### src/rtl/sram_like_bridge.sv
// Request/response front end that turns a stage request into an sram-like
// req/addr_ok/data_ok transaction. Responses are returned in order through a small FIFO.
module sram_like_bridge #(
    parameter int unsigned ADDR_W     = 32,
    parameter int unsigned DATA_W     = 32,
    parameter int unsigned MAX_OUT    = 2,
    parameter int unsigned RESP_DEPTH = 2
) (
    input  logic                  clk,
    input  logic                  resetn,
    input  logic                  req_valid,
    output logic                  req_ready,
    input  logic                  req_wr,
    input  logic [1:0]            req_size,
    input  logic [DATA_W/8-1:0]   req_wstrb,
    input  logic [ADDR_W-1:0]     req_addr,
    input  logic [DATA_W-1:0]     req_wdata,
    input  logic                  flush,
    output logic                  resp_valid,
    input  logic                  resp_ready,
    output logic                  resp_wr,
    output logic [DATA_W-1:0]     resp_rdata,
    output logic                  bus_req,
    output logic                  bus_wr,
    output logic [1:0]            bus_size,
    output logic [DATA_W/8-1:0]   bus_wstrb,
    output logic [ADDR_W-1:0]     bus_addr,
    output logic [DATA_W-1:0]     bus_wdata,
    input  logic                  bus_addr_ok,
    input  logic                  bus_data_ok,
    input  logic [DATA_W-1:0]     bus_rdata,
    output logic                  idle,
    output logic                  err
);

    localparam int unsigned IW = $clog2(MAX_OUT + 1);
    localparam int unsigned FW = $clog2(RESP_DEPTH + 1);
    localparam int unsigned PW = (RESP_DEPTH > 1) ? $clog2(RESP_DEPTH) : 1;
    localparam int unsigned OW = $clog2(MAX_OUT + RESP_DEPTH + 1);

    logic [IW-1:0]      r_inflight, w_inflight_d;
    logic [IW-1:0]      r_discard, w_discard_d;
    logic [MAX_OUT-1:0] r_wrq, w_wrq_d;
    logic [FW-1:0]      r_count, w_count_d;
    logic [PW-1:0]      r_wptr, w_wptr_d;
    logic [PW-1:0]      r_rptr, w_rptr_d;
    logic               r_err;
    logic [DATA_W:0]    r_mem [RESP_DEPTH];

    logic               w_credit, w_hs, w_dok, w_push, w_pop;
    logic [OW-1:0]      w_occ;
    logic [DATA_W-1:0]  w_push_data;

    function automatic logic [PW-1:0] ptr_inc(input logic [PW-1:0] p);
        return (p == PW'(RESP_DEPTH - 1)) ? '0 : p + PW'(1);
    endfunction

    // Every accepted request is guaranteed a FIFO slot, so data_ok never stalls.
    assign w_occ    = OW'(r_inflight) + OW'(r_count);
    assign w_credit = resetn && !flush && (r_inflight < IW'(MAX_OUT))
                      && (w_occ < OW'(RESP_DEPTH));

    assign bus_req   = req_valid && w_credit;
    assign bus_wr    = req_wr;
    assign bus_size  = req_size;
    assign bus_wstrb = req_wstrb;
    assign bus_addr  = req_addr;
    assign bus_wdata = req_wdata;
    assign w_hs      = bus_req && bus_addr_ok;
    assign req_ready = w_hs;

    assign w_dok       = bus_data_ok && (r_inflight != '0);
    assign w_push      = w_dok && !flush && (r_discard == '0);
    assign w_pop       = resp_valid && resp_ready && !flush;
    assign w_push_data = r_wrq[0] ? '0 : bus_rdata;

    assign resp_valid = (r_count != '0);
    assign resp_wr    = r_mem[r_rptr][DATA_W];
    assign resp_rdata = r_mem[r_rptr][DATA_W-1:0];
    assign idle       = (r_inflight == '0) && (r_count == '0) && (r_discard == '0);
    assign err        = r_err;

    always_comb begin
        w_inflight_d = r_inflight + IW'(w_hs) - IW'(w_dok);
        w_wrq_d      = w_dok ? (r_wrq >> 1) : r_wrq;
        for (int i = 0; i < MAX_OUT; i++) begin
            if (w_hs && (IW'(i) == r_inflight - IW'(w_dok))) begin
                w_wrq_d[i] = req_wr;
            end
        end

        w_discard_d = r_discard;
        if (flush) begin
            // Everything in flight is cancelled; discard already counts a subset of it.
            w_discard_d = r_inflight - IW'(w_dok);
        end else if (w_dok && (r_discard != '0)) begin
            w_discard_d = r_discard - IW'(1);
        end

        w_wptr_d  = r_wptr;
        w_rptr_d  = r_rptr;
        w_count_d = r_count;
        if (flush) begin
            w_rptr_d  = r_wptr;
            w_count_d = '0;
        end else begin
            if (w_push) w_wptr_d = ptr_inc(r_wptr);
            if (w_pop)  w_rptr_d = ptr_inc(r_rptr);
            w_count_d = r_count + FW'(w_push) - FW'(w_pop);
        end
    end

    always_ff @(posedge clk or negedge resetn) begin
        if (!resetn) begin
            r_inflight <= '0;
            r_discard  <= '0;
            r_wrq      <= '0;
            r_count    <= '0;
            r_wptr     <= '0;
            r_rptr     <= '0;
            r_err      <= 1'b0;
        end else begin
            r_inflight <= w_inflight_d;
            r_discard  <= w_discard_d;
            r_wrq      <= w_wrq_d;
            r_count    <= w_count_d;
            r_wptr     <= w_wptr_d;
            r_rptr     <= w_rptr_d;
            if (bus_data_ok && (r_inflight == '0)) r_err <= 1'b1;
        end
    end

    always_ff @(posedge clk) begin
        if (w_push) r_mem[r_wptr] <= {r_wrq[0], w_push_data};
    end

endmodule

### config.mk
export PLATFORM = sky130hd
export DESIGN_NAME = sram_like_bridge
export DESIGN_NICKNAME = d
export VERILOG_FILES = /design/src/rtl/sram_like_bridge.sv
export SDC_FILE = /design/constraint.sdc
export NUM_CORES = 1
export LEC_CHECK = 0
export CAP_MARGIN = 20
export CORE_MARGIN = 2
export CORE_UTILIZATION = 41
export CTS_CLUSTER_DIAMETER = 40
export DETAILED_ROUTE_END_ITERATION = 16
export PLACE_DENSITY_LB_ADDON = 0.08
export REMOVE_ABC_BUFFERS = 1
export SKIP_LAST_GASP = 1
export SYNTH_ARGS = -nofsm -noshare
export SYNTH_HDL_FRONTEND = slang
export SYNTH_SLANG_ARGS = --single-unit
export TNS_END_PERCENT = 50
### constraint.sdc
create_clock -name clk -period 6.5 [get_ports clk]
set_input_delay 1.95 -clock clk [delete_from_list [all_inputs] [get_ports clk]]
set_output_delay 1.95 -clock clk [all_outputs]
set_load 0.02 [all_outputs]
# Yosys cells after proc, flatten, opt, wreduce, memory -nomap -nowiden
# Memory sizes are Yosys's and may differ from the RTL's.
# Index checks and enable logic that the tools add are counted.
[totals]
ff_bits = 11
memories = 1
mem_bits_rw = 66
output_inout_bits = 109
wordCells = 64
[op_classes]
n_bitwise = 1
order_cmp = 2
muxes = 13
n_reduce_logical = 29
n_eq_ne = 1
addsub = 9
[mem_list]
columns = ["name", "words", "width", "read_ports", "rd_clocked_by_memory_dff", "write_ports", "line_no", "text"]
rows = [
  ["r_mem", 2, 33, 1, 0, 1, "48", "logic [DATA_W:0] r_mem [RESP_DEPTH];"],
]
[op_table]
columns = ["op", "count"]
rows = [
  ["two-way mux 32 bit", 1],
  ["logical AND 1 bit", 16],
  ["nonzero test 2 bit", 7],
  ["zero test 2 bit", 4],
  ["two-way mux 1 bit", 8],
  ["two-way mux 2 bit", 4],
  ["subtractor 2 x 1 -> 2 bit", 3],
  ["adder 2 x 1 -> 2 bit", 2],
  ["adder 2 x 2 -> 3 bit", 1],
  ["< comparator 3 x 2 -> 1 bit (second input constant)", 1],
  ["adder 1 bit (second input constant)", 2],
  ["equality test 1 x 2 -> 1 bit (first input constant)", 1],
  ["< comparator 2 bit (second input constant)", 1],
  ["AND reduction 2 bit", 1],
  ["subtractor 2 x 1 -> 2 bit (second input constant)", 1],
  ["zero test 1 bit", 1],
  ["inverter 1 bit", 1],
]

# Depth between registers and ports, before layout
# Gate-level depths: netlist (run 1).
[logic_depth]
word_depth = 8
ltp_mapped = 9

# Worst setup path after synthesis (run 1)
# No wires, ideal clock.
[synth_path]
path_type = "input to output"
from = "input flush"
to = "output req_ready"
arrival_time_ns = 3.060
t_required_ns = 4.550
setup_slack_ns = 1.490
stages = 2
cell_sequence = "or4b_4 > nor3_1"
[synth_between]
elab_chain_cells = 6
[synth_rtl]
columns = ["element", "line_no", "text"]
rows = [
  ["start, declared", "18", "input logic flush,"],
  ["zero test 1 bit", "60", "assign w_credit = resetn && !flush && (r_inflight < IW'(MAX_OUT))"],
  ["logical AND 1 bit (2 in series)", "60", ""],
  ["logical AND 1 bit", "61", "&& (w_occ < OW'(RESP_DEPTH));"],
  ["logical AND 1 bit", "63", "assign bus_req = req_valid && w_credit;"],
  ["logical AND 1 bit", "69", "assign w_hs = bus_req && bus_addr_ok;"],
  ["end, declared", "12", "output logic req_ready,"],
]
# No other way between the ends.

# Worst setup path in the final report (run 1)
# Ends and elaborated chain as after synthesis.

==> reports/qor.csv, run 1 <==
stage,metric,value,unit
synthesis,ys_ff_latch,77,
floorplan,pin_count,219,
timing,highest_clock_rate,171.9,MHz
route,routed-via-count,2082,
placed_design,place_congestion,0.7805,
synthesis,synth-warning-count,0,
run,drv_cap,0,
timing,finalCriticalPeriod,5.817,ns
worst_setup_path,worst-endpoint-required,4.55,ns
cells_and_area,final_core_util,48.45,%
clock_network,cts_buffers,9,
power_and_ir_drop,internal-power,1.095,mW
route,detail_route.first_pass.iterations,4,
worst_setup_path,critical-path-max-stage-delay,0.65,ns
cells_and_area,nets,407,
min_path,worst_hold_path_type,register to register,
placed_design,place.port_buffers,78,
placed_design,hpwlAfterDp,9973,um
synthesis,dominantRegCellSynth,edfxtp_1,
synthesis,ys_seq_area_share,59.70,%
clock_network,cts.clk_slew.worst_paths,0.08,ns
floorplan,die_w,100.0,um
clock_network,cts_repair_resize_count,0,
worst_setup_path,setup.worst_path.class,primary input to output port,
power_and_ir_drop,power.combinational.fraction,32.5,%
global_routing,grt_antenna_before_repair,0,
floorplan,initial_utilization,41.51,%
power_and_ir_drop,clock_power_share,26.6,%
worst_setup_path,cp.arrival,3.87,ns
worst_setup_path,path_buf_inv,2,
timing,actual_transition_at_the_worst_max_transition_pin,1.028,ns
clock_network,clock-root-buffer,clkbuf_8,
floorplan,placeableCoreArea,9109,um2
route,postRouteAntennaNets,0,
cells_and_area,layout_overhead_on_the_synthesized_area,16.71,%
clock_network,clock_insertion_delay_worst_skew,0.34,ns
power_and_ir_drop,p_leak,1.580,nW
clock_network,clock_tree.buffer_depth,2,
global_routing,first_pass_grt_wire_length,16640,um
clock_network,clock-sinks,77,
cells_and_area,filler_cell_count,836,
timing,min_period_over_period,89.50,%
route,wl_per_cell,30.79,um
worst_setup_path,worstPathMaxFanout,4,
floorplan,placement_rows,35,
timing,timing.final.hold_violations,0,
worst_setup_path,slowest_stage_cell_on_the_critical_path,clkdlybuf4s50_1,
worst_setup_path,critical_path.top_delay_family,buffers and inverters,
clock_network,cts.htree.levels,3,
timing,report.final.slew_viol_count,0,
timing,maxSlewHeadroom,31.32,%
route,drcViolationCount,0,
worst_setup_path,path_cells,"clkdlybuf4s50_1, or4b_4, nor3_1, clkdlybuf4s50_1",
floorplan,dieArea,10010,um2
global_routing,maximum_number_of_pins_on_one_net_before_global_route_repair,34,
timing,setup_ws,0.6828,ns
timing,setup-violations-final,0,
worst_setup_path,crit_path_end_kind,output port,
cells_and_area,most-common-layout-cells,"clkdlybuf4s50_1, edfxtp_1, nor2b_1, mux2_2",
worst_setup_path,most_prevalent_standard_cell_on_the_critical_path,clkdlybuf4s50_1,
route,detailedRoute.firstIterationViolations,55,
synthesis,synth.cell_area,3781,um2
power_and_ir_drop,net-switching-power,473.0,uW
timing,rsz0062_at_grt,no,
run_status,status,completed,
synthesis,async_reset_ff_share,14.29,%
route,vias_per_cell,5.115,
floorplan,chipHeight,100.0,um
cells_and_area,multi_input_area,942.2,um2
power_and_ir_drop,power.ir.vdd_worst,0.1175,mV
clock_network,postCtsSetupBuffers,0,
route,drt-total-wl,12530,um
placed_design,placedInstanceArea,4179,um2
power_and_ir_drop,design_power_total,1.568,mW
synthesis,synth_area_per_cell,13.60,um2
power_and_ir_drop,netSwitchingFraction,30.17,%
timing,setup_total_negative_slack,0,ns
cells_and_area,num_antenna_cells,0,
timing,timing.clock.skew,0.008611,ns
global_routing,grt_pass1_vias,2164,
clock_network,post_cts_hold_buffer_count,0,
clock_network,cts_tree,yes,
cells_and_area,drive_above_1_share,19.59,%
synthesis,post_synth_num_cell_types,29,
cells_and_area,register_area,2257,um2
cells_and_area,non_filler_cell_area_final,4413,um2
placed_design,dp_worst_setup_slack,0.6811,ns
global_routing,global_route.overflow_total,0,
synthesis,synth_edf_count,66,
power_and_ir_drop,relative_contribution_of_sequential_cells_to_total_power,41.0,%
worst_setup_path,worstSetupStartpointType,primary input,
synthesis,syn-instance-count,278,
global_routing,gr-usage-all-layers,25.42,%
cells_and_area,mostFrequentLayoutCell,clkdlybuf4s50_1,
power_and_ir_drop,powerDensity,355.3,nW/um2
## state kept, by name (all words and copies together), names as in the netlist
name        cells
r_inflight      2
r_wrq           2
r_count         2
r_rptr          1
r_discard       2
r_wptr          1
r_mem          66
err             1
## Yosys cell counts (2+ instances only)
cell type	instances	area share, %
buf_4	71	14
clkbuf_1	8	0.79
dfrtp_1	11	7.3
edfxtp_1	66	52
ha_1	5	1.7
inv_1	8	0.79
mux2_2	33	9.8
mux2i_1	3	0.79
nand2_1	6	0.60
nor2_1	7	0.70
nor2b_1	33	5.5
nor3_1	3	0.40
o21a_1	2	0.40
o21ai_0	2	0.26
o31a_1	2	0.46
xnor2_1	4	0.93
xor2_1	2	0.46
## worst paths after layout
kind / start / endpoint / slack [ns] / cells after the start
setup reg to reg: r_inflight[1] / r_mem[1][11] / 3.95 / 3
max in group asynchronous: resetn / r_rptr / 4.42 / 2
min in group asynchronous: resetn / r_count[1] / 1.93 / 2
hold / removal: err / err / 0.46 / 1
hold reg to reg: err / err / 0.46 / 1
setup / recovery: flush / req_ready / 0.68 / 4
## final cells by class
type / instances / share of cell area, %
sequential: 77 / 51.15
multi-input combinational: 113 / 21.35
timing repair buffer: 82 / 18.37
clock buffer: 11 / 3.431
tap: 111 / 3.147
clock inverter: 5 / 1.871
inverter: 8 / 0.6805
## layer usage
layer  wire length [um]  part of all wire (%)  GRT usage [%]  vias up
met2               5179                    41          35.55      198
met5                  0                     0          1.538        -
met3               3315                    26          31.20       11
met1               3898                    31          23.51      962
met4                138                   1.1          5.479        0
li1                   -                     -              -      911
## power groups by stage
stage	clock [mW]	sequential (mW)	combinational, mW
6_report	0.417	0.642	0.509
5_1_grt	0.447	0.650	0.550
4_1_cts	0.422	0.644	0.516
3_5_place_dp	0	0.655	0.512
3_3_place_gp	0	0.653	0.512
2_1_floorplan	0	0.657	0.291
## per-stage QoR
step | hold WS [ns] | instances
global placement | 0.4397 | 391
global route | 0.5014 | 407
finish | 0.4586 | 407
detailed placement | 0.4434 | 391
floorplan | 0.4876 | 198
CTS | 0.4614 | 407
## cells by family (layout without fill, tap and decap cells)
family,Yosys count,in the layout,share of synthesized area (%)
AOI/OAI and AO/OA,8,8,1.456
xor gates and xnor gates,6,6,1.390
adders and majority gates,6,6,2.184
buffers and inverters,88,106,15.78
DFF,77,77,59.70
muxes,36,36,10.62
and+or+nand+nor,57,57,8.869
Note: power is estimated with default switching activity, not from simulation.
==> inputs of run 2 (changes only) <==
- SKIP_LAST_GASP: 1 -> default
==> results of run 2 <==
Same layout as run 1: the final DEF is identical, and so are final timing and power.
==> inputs of run 3 (changes only) <==
- CORE_UTILIZATION: 41 -> 50
- CTS_CLUSTER_SIZE: default -> 30
- DONT_BUFFER_PORTS: default -> 1
==> reports/qor.csv, run 3 (same netlist as run 1, synthesis figures left out) <==
stage,metric,value,unit
worst_setup_path,path_buf_inv,0,
worst_setup_path,worstSetupStartpointType,primary input,
clock_network,clock_tree.buffer_depth,2,
worst_setup_path,worst-r2r-setup-slack,3.84,ns
clock_network,cts_tree,yes,
worst_setup_path,critical-path-max-stage-delay,0.63,ns
min_path,hold-path-cell-count,2,
cells_and_area,reg_with_most_ffs,r_mem,
route,detailedRoute.firstIterationViolations,120,
route,wl_per_cell,39.29,um
cells_and_area,drive_above_1_share,25.93,%
placed_design,hpwlAfterDp,9958,um
worst_setup_path,ff2ff_path_depth,6,
clock_network,cts.htree.levels,3,
worst_setup_path,worstPathMaxFanout,11,
placed_design,place_congestion,0.8550,
timing,actual_transition_at_the_worst_max_transition_pin,1.029,ns
route,postRouteAntennaNets,0,
power_and_ir_drop,powerDensity,383.3,nW/um2
timing,post_route_worst_hold_slack,0.5545,ns
min_path,timing.hold.worst_endpoint,r_wrq[1],
clock_network,post_cts_hold_buffer_count,0,
timing,setup_total_negative_slack,0,ns
timing,timing.final.hold_violations,0,
power_and_ir_drop,design_power_total,1.368,mW
worst_setup_path,slowest_stage_cell_on_the_critical_path,nor3_1,
route,vias_per_cell,5.816,
timing,maxSlewHeadroom,31.26,%
global_routing,grt_antenna_before_repair,0,
cells_and_area,nets,327,
route,routed-via-count,1832,
floorplan,placement_rows,31,
worst_setup_path,crit_path_end_kind,output port,
cells_and_area,layout_overhead_on_the_synthesized_area,-5.592,%
timing,timing.clock.skew,0.01086,ns
clock_network,clock_insertion_delay_worst_skew,0.35,ns
global_routing,global_route.overflow_total,0,
timing,highest_clock_rate,197.3,MHz
timing,min_period_over_period,77.97,%
worst_setup_path,cp.arrival,3.12,ns
clock_network,postCtsSetupBuffers,0,
global_routing,grt_pass1_vias,1897,
placed_design,place.port_buffers,0,
power_and_ir_drop,power.ir.vdd_worst,0.1716,mV
floorplan,chipHeight,90.96,um
clock_network,cts.clk_slew.worst_paths,0.08,ns
cells_and_area,final_core_util,48.95,%
clock_network,clock-root-buffer,clkbuf_8,
global_routing,gr-usage-all-layers,30.14,%
timing,setup-violations-final,0,
timing,finalCriticalPeriod,5.068,ns
worst_setup_path,worstReg2RegStart,r_count[0],
clock_network,cts_buffers,9,
timing,rsz0062_at_grt,no,
route,drt-total-wl,12380,um
floorplan,die_w,90.96,um
global_routing,first_pass_grt_wire_length,16300,um
floorplan,pin_count,219,
power_and_ir_drop,p_leak,1.248,nW
worst_setup_path,worstReg2RegEnd,r_inflight[1],
global_routing,maximum_number_of_pins_on_one_net_before_global_route_repair,34,
cells_and_area,mostFrequentLayoutCell,edfxtp_1,
cells_and_area,max_ffs_per_register,66,
floorplan,placeableCoreArea,7292,um2
min_path,holdCritStartpoint,r_wrq[1],
worst_setup_path,worst-endpoint-required,4.55,ns
route,drcViolationCount,0,
cells_and_area,most-common-layout-cells,"edfxtp_1, nor2b_1, mux2_2",
worst_setup_path,setup.worst_path.class,primary input to output port,
floorplan,initial_utilization,51.85,%
timing,report.final.slew_viol_count,0,
run_status,status,completed,
worst_setup_path,critical_path.top_delay_family,simple AND/OR/NAND/NOR gates,
worst_setup_path,path_cells,"or4b_4, nor3_1",
floorplan,dieArea,8274,um2
min_path,worst_hold_path_type,register to register,
cells_and_area,num_antenna_cells,0,
run,drv_cap,0,
route,detail_route.first_pass.iterations,4,
clock_network,clock-sinks,77,
clock_network,cts_repair_resize_count,0,
run 3: cell types whose count changed in the layout (fill, tap and decap cells not counted), sizes merged:
cell	previous run	this run
buf	4	2
bufinv	2	0
clkbuf	11	9
clkdlybuf4s50	78	0
clkinv	0	1
inv	8	11
run 3: routing by layer:
metal | routed length, um | track usage (%) | up-vias
met5 | 0 | 1.923 | -
met4 | 259 | 10.61 | 0
met3 | 3747 | 42.49 | 13
met2 | 5469 | 44.07 | 201
met1 | 2901 | 20.37 | 867
li1 | - | - | 751
run 3: layout make-up:
class | count | area [um2]
inverter | 8 | 30.03
multi-input combinational | 113 | 942.2
timing repair buffer | 2 | 35.03
fill | 668 | 3722
clock inverter | 7 | 57.56
sequential | 77 | 2257
clock buffer | 9 | 123.9
tap | 99 | 123.9
run 3: through the flow:
| step | setup slack [ns] | std cells | instance area, um2 |
|---|---|---|---|
| after global routing | 1.388 | 315 | 3570 |
| after global placement | 1.443 | 298 | 3361 |
| after CTS | 1.433 | 315 | 3570 |
| after detailed placement | 1.434 | 299 | 3388 |
| final | 1.432 | 315 | 3570 |
| after floorplan | 1.490 | 198 | 3214 |
run 3: worst max-delay path by stage:
stage	from	to	slack, ns	cells after the start
floorplan	flush	req_ready	1.49	2
detailed placement	flush	req_ready	1.43	2
global route	flush	req_ready	1.39	2
CTS	flush	req_ready	1.43	2
finish	flush	req_ready	1.43	2
global placement	flush	req_ready	1.44	2
run 3: power by group:
part / switching, mW / total, mW / internal (mW)
clock network: 0.192 / 0.335 / 0.143
logic: 0.256 / 0.405 / 0.149
registers: 0.0337 / 0.629 / 0.595
